`src/rtl/stopwatch_core.sv`:
```
// BCD MM:SS stopwatch fed by slow divider clocks, with a multiplexed 7-segment display.
// Optional macro STOPWATCH_BLINK_EN blanks the field being adjusted while clk_five is high.
module stopwatch_core #(
  parameter int unsigned SYNC_STAGES = 2,
  parameter int unsigned SEC_WRAP    = 59,
  parameter int unsigned MIN_WRAP    = 99
) (
  input  logic       clk_i,
  input  logic       rst_n,
  input  logic       clk_one,
  input  logic       clk_five,
  input  logic       clk_m,
  input  logic       pause_i,
  input  logic       clear_i,
  input  logic       adj_i,
  input  logic       sel_i,
  output logic [7:0] min_o,
  output logic [7:0] sec_o,
  output logic       running_o,
  output logic [3:0] an_o,
  output logic [6:0] seg_o
);

  localparam int unsigned N_SLOW = 3;
  localparam int unsigned MSB    = SYNC_STAGES - 1;
  localparam logic [7:0] SEC_WRAP_BCD = {4'(SEC_WRAP / 10), 4'(SEC_WRAP % 10)};
  localparam logic [7:0] MIN_WRAP_BCD = {4'(MIN_WRAP / 10), 4'(MIN_WRAP % 10)};
  localparam logic [6:0] SEG_ZERO = 7'b1000000;

  // Index 0 = clk_one, 1 = clk_five, 2 = clk_m
  logic [N_SLOW-1:0]                  slow;
  logic [N_SLOW-1:0][SYNC_STAGES-1:0] sync_q, sync_d;
  logic [N_SLOW-1:0]                  dly_q, dly_d;
  logic [N_SLOW-1:0]                  tick;
  logic one_tick, five_tick, m_tick;

  logic [7:0] min_q, min_d;
  logic [7:0] sec_q, sec_d;
  logic       running_q, running_d;
  logic [1:0] idx_q, idx_d;
  logic [3:0] an_q, an_d;
  logic [6:0] seg_q, seg_d;
  logic [3:0] digit;

  function automatic logic [7:0] bcd_inc(input logic [7:0] v, input logic [7:0] wrap);
    if (v == wrap)          return 8'h00;
    else if (v[3:0] == 4'd9) return {v[7:4] + 4'd1, 4'd0};
    else                    return {v[7:4], v[3:0] + 4'd1};
  endfunction

  function automatic logic [6:0] seg_decode(input logic [3:0] d);
    case (d)
      4'd0:    return 7'b1000000;
      4'd1:    return 7'b1111001;
      4'd2:    return 7'b0100100;
      4'd3:    return 7'b0110000;
      4'd4:    return 7'b0011001;
      4'd5:    return 7'b0010010;
      4'd6:    return 7'b0000010;
      4'd7:    return 7'b1111000;
      4'd8:    return 7'b0000000;
      4'd9:    return 7'b0010000;
      default: return 7'b1111111;
    endcase
  endfunction

  assign slow = {clk_m, clk_five, clk_one};

  // Shift each slow clock in at bit 0; the MSB is the settled level
  always_comb begin
    sync_d = sync_q;
    dly_d  = dly_q;
    tick   = '0;
    for (int i = 0; i < int'(N_SLOW); i++) begin
      if (SYNC_STAGES > 1) sync_d[i] = {sync_q[i][SYNC_STAGES-2:0], slow[i]};
      else                 sync_d[i][0] = slow[i];
      dly_d[i] = sync_q[i][MSB];
      tick[i]  = sync_q[i][MSB] & ~dly_q[i];
    end
  end

  assign one_tick  = tick[0];
  assign five_tick = tick[1];
  assign m_tick    = tick[2];

  // Time update: clear beats adjust beats normal counting
  always_comb begin
    min_d     = min_q;
    sec_d     = sec_q;
    running_d = running_q ^ pause_i;
    if (clear_i) begin
      min_d = 8'h00;
      sec_d = 8'h00;
    end else if (adj_i) begin
      if (five_tick) begin
        if (sel_i) sec_d = bcd_inc(sec_q, SEC_WRAP_BCD);
        else       min_d = bcd_inc(min_q, MIN_WRAP_BCD);
      end
    end else if (running_q && one_tick) begin
      sec_d = bcd_inc(sec_q, SEC_WRAP_BCD);
      if (sec_q == SEC_WRAP_BCD) min_d = bcd_inc(min_q, MIN_WRAP_BCD);
    end
  end

  // Display is decoded from next-state values so digits and anodes move together
  always_comb begin
    idx_d = idx_q + 2'(m_tick);
    an_d  = 4'b1111;
    digit = 4'd0;
    case (idx_d)
      2'd0: begin an_d = 4'b1110; digit = sec_d[3:0]; end
      2'd1: begin an_d = 4'b1101; digit = sec_d[7:4]; end
      2'd2: begin an_d = 4'b1011; digit = min_d[3:0]; end
      default: begin an_d = 4'b0111; digit = min_d[7:4]; end
    endcase
`ifdef STOPWATCH_BLINK_EN
    if (adj_i && sync_q[1][MSB] && (sel_i != idx_d[1])) an_d = 4'b1111;
`endif
    seg_d = seg_decode(digit);
  end

  always_ff @(posedge clk_i or negedge rst_n) begin
    if (!rst_n) begin
      sync_q    <= '0;
      dly_q     <= '0;
      min_q     <= 8'h00;
      sec_q     <= 8'h00;
      running_q <= 1'b1;
      idx_q     <= 2'd0;
      an_q      <= 4'b1110;
      seg_q     <= SEG_ZERO;
    end else begin
      sync_q    <= sync_d;
      dly_q     <= dly_d;
      min_q     <= min_d;
      sec_q     <= sec_d;
      running_q <= running_d;
      idx_q     <= idx_d;
      an_q      <= an_d;
      seg_q     <= seg_d;
    end
  end

  assign min_o     = min_q;
  assign sec_o     = sec_q;
  assign running_o = running_q;
  assign an_o      = an_q;
  assign seg_o     = seg_q;

endmodule

```
`config.mk`:
```
export PLATFORM = sky130hd
export DESIGN_NAME = stopwatch_core
export DESIGN_NICKNAME = d
export VERILOG_FILES = /design/src/rtl/stopwatch_core.sv
export SDC_FILE = /design/constraint.sdc
export NUM_CORES = 1
export LEC_CHECK = 0
export BUFFER_PORTS_ARGS = -buffer_cell sky130_fd_sc_hd__buf_2
export CORE_ASPECT_RATIO = 1.75
export CORE_MARGIN = 2
export CORE_UTILIZATION = 35
export DETAILED_ROUTE_END_ITERATION = 10
export PLACE_DENSITY = 0.61
export SLEW_MARGIN = 10
export SYNTH_ARGS = -nofsm -noshare
export SYNTH_HDL_FRONTEND = slang
export SYNTH_SLANG_ARGS = --single-unit
```
`constraint.sdc`:
```
create_clock -name clk_i -period 4.8 [get_ports clk_i]
set_input_delay 0 -clock clk_i [delete_from_list [all_inputs] [get_ports clk_i]]
set_output_delay 0 -clock clk_i [all_outputs]
set_load 0.02 [all_outputs]
```
==> flow_summary.ini, run 1 <==
[outcome]
status = finished clean

[placement]
placed_cell_area_um2 = 2360
io_buffers = 36
gp_congestion = 0.841
hpwl_mm = 3.66

[drt]
initialDrtViolationCount = 45
vias = 1703
drtPass1Iterations = 4
wl_mm = 4.89
avgRoutedWirePerCell_um = 14.8
drc = 0
final_antenna_net_count = 0
vias_per_cell = 5.15

[cts]
cts.clk_slew.worst_paths_ns = 0.08
cts_setup_buffers = 0
cts_tree = yes
clk_latency_ns = 0.30
cts_buffer_depth = 2
clock_sinks = 39
cts_inserted_buffers = 5
postCtsHoldBufs = 5
ctsResizeCount = 0
htreeDepth = 2
cts-root-buf = clkbuf_8

[critical_path]
worst-setup-path-type = reg -> reg
startpoint_type = flop
cp_data_required_time_ns = 4.97
endpoint_kind = flop
arrival_ns = 3.18
path_max_fanout = 8
reg2reg_slack_ns = 1.79

[timing]
hold_viol = 0
min_period_ns = 3.01
setup_tns_ns = 0
tightest_slew_ns = 0.853
fmax_mhz = 333
fin_crit_sh_pct = 62.6
finalMaxSlewViolations = 0
skew_ns = 0.00285
slew_headroom_pct = 43.1
setup_viol = 0
rsz0062_at_grt = no
timing.hold.ws_ns = 0.144

[yosys]
yosysTopAreaCell = dfrtp_1
synth.distinct_cells = 53
synth_top_area_share_pct = 40.1
ys_warn_count = 0
synth_edf_count = 0
synth-async-reset-ratio_pct = 100
syn-cell-area_um2 = 2120
yosysSeqAreaShare_pct = 46.3
avgSynthCellArea_um2 = 10.2
synthFlopType = dfrtp_1
ys_ff_latch = 39
synth.area.top_cells = dfrtp_1 (40%), ha_1 (8.2%), dfstp_2 (6.2%), nor2_1 (5.3%), mux2i_1 (4.2%)
synthCells = 209
synth_most_common_cell = dfrtp_1
synth.top_cells.by_count = dfrtp_1 (34), nor2_1 (30), nand2_1 (16)
synth_fp_nets = 232

[global_routing]
grt_pass1_wl_mm = 8.11
grt-ovfl-total = 0
first_global_vias = 1701
antenna_found_initial = 0
grt_max_degree = 40
grt_util_all_layers_pct = 15.5

[die]
io_pins = 37
start_util_pct = 36.1
die_area_um2 = 6730
die_y_um = 107
fp.dieW_um = 62.9
rows = 37
core_um2 = 5880

[final_layout]
antenna_cells = 0
post-route-cell-area_um2 = 2510
layout-drive-gt1-share_pct = 24.5
final_util_pct = 42.7
num-nets-final = 275
area_growth_pct = 18.3
fillerInstances = 629
multi_input_area_um2 = 1060
register_area_um2 = 982

[power_and_ir_drop]
irDropWorstVdd_uv = 255
power.density_nw_per_um2 = 391
leakage_uw = 0.00114

[hold_path]
hp-class = in -> reg

[run]
maxCapViolCount = 0
## layout by cell type, fill, tap and decap left out, types with 2 or more instances in the layout
master         count
a211o_1            3
mux2_2             2
a21oi_1           15
a211oi_1           3
a31oi_1            2
nor3_1             2
nor2_1            30
o221ai_1           2
nor2b_1            4
nand2_1           16
dlygate4sd3_1      5
and3b_1            3
mux2i_1            9
and4bb_2           2
clkbuf_8           6
buf_2             36
ha_1              14
nand3_1            5
dfstp_2            5
inv_1             11
nor3b_1            2
dfrtp_1           34
o21ai_0            8
nand3b_1           3
## cell families after synthesis
kind of cell	count (synthesis)	share of synthesized area, %
AO/OA/AOI/OAI	44	14.0
XOR/XNOR	2	1.18
AND/OR/NAND/NOR	82	21.2
buffers and inverters	17	3.89
adder cells (fa/ha/maj)	14	8.25
flip-flops	39	46.3
multiplexers	11	5.30
## power breakdown
part / internal, uW / total (uW) / switching [uW] / leakage (uW)
combinational: 112 / 332 / 219 / 0.000600
clock: 117 / 237 / 119 / 0.0000474
sequential: 392 / 413 / 21.5 / 0.000494
## layout make-up
| class | instances | share of cell area (%) |
|---|---|---|
| clock buffers | 6 | 3.29 |
| clock inverters | 2 | 0.647 |
| inverters | 12 | 1.79 |
| multi-input cells | 153 | 42.1 |
| flip-flops and latches | 39 | 39.1 |
| well taps | 78 | 3.88 |
| repair buffers | 41 | 9.16 |
## through the flow
| stage | cells | power [uW] | setup WS [ns] |
|---|---|---|---|
| final | 331 | 981 | 1.79 |
| after global routing | 331 | 1050 | 1.52 |
| after CTS | 331 | 994 | 1.74 |
| after detailed placement | 318 | 752 | 1.77 |
| after global placement | 318 | 751 | 1.77 |
| after floorplan | 209 | 652 | 2.12 |
## worst paths after layout
path,start,endpoint,cells past startpoint
max,sec_o[4]$_DFF_PN0_,seg_o[3]$_DFF_PN0_,11
min,clear_i,sec_o[0]$_DFF_PN0_,2
max reg2reg,sec_o[4]$_DFF_PN0_,seg_o[3]$_DFF_PN0_,11
min reg2reg,sync_d[5]$_DFF_PN0_,dly_d[2]$_DFF_PN0_,0
max in group asynchronous,rst_n,an_o[0]$_DFF_PN0_,2
min in group asynchronous,rst_n,sync_d[5]$_DFF_PN0_,2
## metal layers
layer / track usage, % / share of wire [%]
met5: 0 / 0
met3: 2.62 / 3.1
met2: 28.7 / 56
met4: 7.30 / 2.6
met1: 16.7 / 38
## critical path, cell delays in order (launching register included)
cell,delay (ns)
dfrtp_1,0.48
ha_1,0.26
and3b_1,0.28
a31o_2,0.34
a21oi_1,0.25
a211oi_1,0.08
o21ai_1,0.43
inv_1,0.17
ha_1,0.33
inv_1,0.04
mux2i_1,0.13
a21oi_1,0.08
## state kept, by name (all words and copies together), names as in the netlist
register,cells
dly_q,3
sync_d,3
running_o,1
idx_q,2
seg_o,7
sec_o,8
an_o,4
dly_d,3
min_o,8
Power figures use the tool's default switching activity.
==> run 2: changes to the inputs <==
--- a/config.mk
+++ b/config.mk
@@ -5,12 +5,13 @@
 export SDC_FILE = /design/constraint.sdc
 export NUM_CORES = 1
 export LEC_CHECK = 0
+export ABC_AREA = 1
 export BUFFER_PORTS_ARGS = -buffer_cell sky130_fd_sc_hd__buf_2
 export CORE_ASPECT_RATIO = 1.75
 export CORE_MARGIN = 2
 export CORE_UTILIZATION = 35
 export DETAILED_ROUTE_END_ITERATION = 10
-export PLACE_DENSITY = 0.61
+export PLACE_DENSITY = 0.63
 export SLEW_MARGIN = 10
 export SYNTH_ARGS = -nofsm -noshare
 export SYNTH_HDL_FRONTEND = slang
==> constraint.sdc (replaced) <==
create_clock -name clk_i -period 2.5 [get_ports clk_i]
set_input_delay 0 -clock clk_i [delete_from_list [all_inputs] [get_ports clk_i]]
set_output_delay 0 -clock clk_i [all_outputs]
set_load 0.02 [all_outputs]
==> flow_summary.ini, run 2 <==
[timing]
timing.hold.ws_ns = 0.0760
tightest_slew_ns = 0.867
setup_tns_ns = 0
setup_viol = 0
fin_crit_sh_pct = 91.1
rsz0062_at_grt = no
slew_headroom_pct = 42.2
fmax_mhz = 439
min_period_ns = 2.28
hold_viol = 0
skew_ns = 0.00489
finalMaxSlewViolations = 0

[placement]
hpwl_mm = 3.87
gp_congestion = 0.867
io_buffers = 36
placed_cell_area_um2 = 2500

[yosys]
ys_warn_count = 0
yosysTopAreaCell = dfrtp_1
synth.area.top_cells = dfrtp_1 (39%), nand2_1 (10%), nand3_1 (8.8%), inv_1 (8.0%), ha_1 (7.9%)
avgSynthCellArea_um2 = 8.15
synth.distinct_cells = 28
synth_top_area_share_pct = 38.5
syn-cell-area_um2 = 2210
synth-async-reset-ratio_pct = 100
ys_ff_latch = 39
synth_edf_count = 0
synth_most_common_cell = nand2_1
synthCells = 271
synth_fp_nets = 294
synth.top_cells.by_count = nand2_1 (61), inv_1 (47), nand3_1 (39)
synthFlopType = dfrtp_1
yosysSeqAreaShare_pct = 44.5

[global_routing]
grt-ovfl-total = 0
grt_util_all_layers_pct = 15.8
first_global_vias = 1838
grt_pass1_wl_mm = 8.28
antenna_found_initial = 0
grt_max_degree = 40

[drt]
drc = 0
wl_mm = 4.99
vias = 1875
final_antenna_net_count = 0
drtPass1Iterations = 4
wl_met3_um = 108
routed.top_layer = met4
routed-wl-met2_mm = 2.85
vias_per_cell = 4.63
initialDrtViolationCount = 86
wl_met1_mm = 1.87
avgRoutedWirePerCell_um = 12.3

[final_layout]
multi_input_area_um2 = 1030
layout-drive-gt1-share_pct = 27.1
final_cell_mix = nand2_1 (59), inv_1 (45), nand3_1 (39)
register_area_um2 = 982
post-route-cell-area_um2 = 2680
num-nets-final = 347
final_common_cell = nand2_1
antenna_cells = 0
area_growth_pct = 21.4
final_util_pct = 43.7
fillerInstances = 618

[cts]
htreeDepth = 2
cts-root-buf = clkbuf_8
cts.clk_slew.worst_paths_ns = 0.08
cts_inserted_buffers = 5
cts_buffer_depth = 2
clock_sinks = 39
clk_latency_ns = 0.31
cts_tree = yes

[die]
rows = 38
start_util_pct = 36.0
io_pins = 37
core_um2 = 6130
die_area_um2 = 6990
fp.dieW_um = 64.1
die_y_um = 109

[critical_path]
startpoint_type = flop
arrival_ns = 2.48
rr_startpoint = sec_o[1]$_DFF_PN0_
reg2reg_slack_ns = 0.22
path_max_fanout = 8
timing.rr.end = seg_o[5]$_DFF_PN0_
cp_data_required_time_ns = 2.70
endpoint_kind = flop
worst-setup-path-type = reg -> reg
reg2reg_depth = 16

[run]
maxCapViolCount = 0

[power_and_ir_drop]
irDropWorstVdd_uv = 371
p_total_uw = 2190
leakage_uw = 0.00155
power.density_nw_per_um2 = 816

[hold_path]
min_path_cells = 4
min_to = sec_o[1]$_DFF_PN0_
hp-start = clear_i
hp-class = in -> reg

[outcome]
status = finished clean
==> run 2: metrics by stage <==
stage / worst slack [ns] / std cells
6_report: 0.221 / 405
5_1_grt: 0.0122 / 405
4_1_cts: 0.0888 / 403
3_5_place_dp: 0.00853 / 390
3_3_place_gp: 0.103 / 390
2_1_floorplan: 0.192 / 271
==> run 2: logic make-up after synthesis <==
family	after synthesis	share of synthesized area, %
compound gates	13	4.13
fa+ha+maj	14	7.93
buf+inv	56	10.2
simple gates	147	32.5
flops	39	44.5
xor+xnor	2	0.793
==> run 2: how the worst max path moves through the flow <==
stage                       startpoint            endpoint  cells after the start
finish              sec_o[1]$_DFF_PN0_  seg_o[5]$_DFF_PN0_                     16
global route        dly_d[2]$_DFF_PN0_  seg_o[3]$_DFF_PN0_                     16
CTS                 sec_o[1]$_DFF_PN0_  seg_o[5]$_DFF_PN0_                     16
detailed placement  sec_o[1]$_DFF_PN0_  seg_o[5]$_DFF_PN0_                     16
global placement    sec_o[1]$_DFF_PN0_  seg_o[5]$_DFF_PN0_                     16
floorplan           sec_o[1]$_DFF_PN0_  seg_o[5]$_DFF_PN0_                     17
==> run 2: routing by layer <==
metal / vias to the layer above / global-route usage [%]
met5: - / 0
met4: 0 / 10.2
met3: 9 / 2.27
met2: 25 / 29.5
met1: 883 / 15.9
li1: 958 / -
==> run 2: timing repair <==
action | CTS | global route
endpoints found under the setup margin | 1 | 6
hold endpoints to repair | 38 | 0
pin swaps | 0 | 3
setup buffers | 0 | 2
resized for setup | 1 | 8
hold buffers | 5 | 0
==> run 2: layout make-up <==
class / count / area share, %
multi-input cells: 176 / 38.4
flip-flops and latches: 39 / 36.6
repair buffers: 48 / 10.5
inverters: 54 / 7.56
well taps: 80 / 3.73
clock buffers: 6 / 2.71
clock inverters: 2 / 0.466
==> run 2: power by group <==
group	internal (uW)	switching, uW	total (uW)	leakage (uW)
clock	195	236	431	0.0000412
combinational	313	621	934	0.00102
sequential	779	44.4	824	0.000490
==> run 2: worst max-delay path: stages, from the launching register on <==
cell     delay (ns)
dfrtp_1        0.41
inv_1          0.12
ha_1           0.17
nand3_2        0.12
nor2_4         0.15
nand2_2        0.09
nand2_4        0.11
nand3_1        0.09
nand3_1        0.11
nor2_1         0.05
nor2_2         0.19
inv_1          0.10
ha_1           0.18
inv_1          0.05
nand3_1        0.08
nand3_1        0.09
nand2_1        0.05
==> run 3: changes to the inputs <==
==> constraint.sdc (replaced) <==
create_clock -name clk_i -period 2.5 [get_ports clk_i]
set_input_delay 0.5 -clock clk_i [delete_from_list [all_inputs] [get_ports clk_i]]
set_output_delay 0.5 -clock clk_i [all_outputs]
set_load 0.02 [all_outputs]
==> flow_summary.ini, run 3 (synthesis gave the netlist of run 2 again) <==
[cts]
cts.clk_slew.worst_paths_ns = 0.08
cts_inserted_buffers = 5
clock_sinks = 39
cts_buffer_depth = 2
clk_latency_ns = 0.31
htreeDepth = 2
cts-root-buf = clkbuf_8
cts_tree = yes

[timing]
tightest_slew_ns = 0.875
skew_ns = 0.00577
hold_viol = 0
setup_viol = 0
min_period_ns = 2.31
fin_crit_sh_pct = 92.6
finalMaxSlewViolations = 0
timing.hold.ws_ns = 0.291
slew_headroom_pct = 41.6
fmax_mhz = 432
setup_tns_ns = 0
rsz0062_at_grt = yes

[die]
io_pins = 37
die_y_um = 109
die_area_um2 = 6990
start_util_pct = 36.0
core_um2 = 6130
rows = 38
fp.dieW_um = 64.1

[drt]
initialDrtViolationCount = 52
vias_per_cell = 4.70
drtPass1Iterations = 4
wl_mm = 5.05
drc = 0
final_antenna_net_count = 0
avgRoutedWirePerCell_um = 12.6
vias = 1885

[placement]
io_buffers = 36
place_inst = 390
gp_congestion = 0.912
hpwl_mm = 3.90

[power_and_ir_drop]
power.density_nw_per_um2 = 856
irDropWorstVdd_uv = 339
leakage_uw = 0.00155
combPwrFrac_pct = 40.1
clock_power_share_pct = 23.7
p_sw_uw = 912
seqPwrFrac_pct = 36.2
p_int_uw = 1370
sw_frac_of_total_pct = 39.9

[global_routing]
grt_util_all_layers_pct = 15.5
first_global_vias = 1827
grt-ovfl-total = 0
grt_max_degree = 40
grt_pass1_wl_mm = 8.27
antenna_found_initial = 0

[final_layout]
num-nets-final = 343
layout-drive-gt1-share_pct = 27.7
final_util_pct = 43.5
final_cells = 401
final_cell_mix = nand2_1 (60), inv_1 (45), nand3_1 (39)
antenna_cells = 0
area_growth_pct = 20.8
final_common_cell = nand2_1

[critical_path]
worst-setup-path-type = reg -> reg
arrival_ns = 2.52
startpoint_type = flop
endpoint_kind = flop
path_max_fanout = 9
cp_data_required_time_ns = 2.70

[outcome]
status = finished clean

[run]
maxCapViolCount = 0

[hold_path]
hp-class = in -> reg
[run 3: cell types whose count changed in the layout (fill, tap and decap cells not counted), sizes merged]
| cell | before | now |
|---|---|---|
| dlygate4sd3 | 5 | 0 |
| clkinv | 1 | 2 |
| clkbuf | 6 | 5 |
| buf | 43 | 44 |
| clkinvlp | 1 | 0 |
| bufinv | 0 | 1 |
[run 3: path summary, 6_finish.rpt]
path	from	endpoint	slack [ns]	cells after the start
min in group asynchronous	rst_n	dly_d[2]$_DFF_PN0_	0.30	1
max reg2reg	sec_o[1]$_DFF_PN0_	seg_o[3]$_DFF_PN0_	0.19	15
min	clk_five	sync_d[3]$_DFF_PN0_	0.29	1
max in group asynchronous	rst_n	dly_q[1]$_DFF_PN0_	1.64	1
max	sec_o[1]$_DFF_PN0_	seg_o[3]$_DFF_PN0_	0.19	15
min reg2reg	sync_d[1]$_DFF_PN0_	dly_d[0]$_DFF_PN0_	0.35	0
[run 3: routing by layer]
layer  vias to the layer above  wire length [um]  track usage, %
li1                        950                 -               -
met1                       885              1950            16.1
met2                        39              2790            28.5
met3                        11               136            2.48
met4                         0               182            9.63
met5                         -                 0               0
[run 3: final cells by class]
cell class | count | area, um^2
Sequential cell | 39 | 982
Clock inverter | 3 | 43.8
Inverter | 54 | 203
Timing Repair Buffer | 44 | 240
Fill cell | 632 | 3460
Multi-Input combinational cell | 176 | 1030
Tap cell | 80 | 100
Clock buffer | 5 | 68.8
[run 3: power groups by stage]
stage / clock [uW] / sequential, uW / combinational, uW
finish: 541 / 828 / 917
floorplan: 0 / 958 / 517
CTS: 559 / 831 / 909
global route: 586 / 841 / 1040
detailed placement: 0 / 843 / 904
global placement: 0 / 841 / 894
[run 3: critical path: stages (launching register included)]
cell	delay, ns
dfrtp_1	0.41
inv_2	0.10
ha_1	0.16
nand3_2	0.14
nor2_4	0.16
nand2_2	0.09
nand2_4	0.13
nand2_1	0.09
nand2_1	0.07
nand3_1	0.10
nor2_2	0.16
nor2_4	0.07
ha_1	0.27
nand3_1	0.11
nand3_1	0.11
nand2_1	0.05
[run 3: timing repair]
item	4_1_cts	5_1_grt
endpoints found under the setup margin	4	7
hold buffers	0	0
pin swaps	0	2
resized for setup	1	8
buffers inserted	0	3
[run 3: stage by stage]
step                      total power, uW  worst slack [ns]  instance area, um^2
final                                2290             0.185                 2670
after global routing                 2460           -0.0336                 2670
after CTS                            2300          0.000167                 2620
after detailed placement             1750           -0.0520                 2500
after global placement               1740           -0.0189                 2500
after floorplan                      1480             0.192                 2210
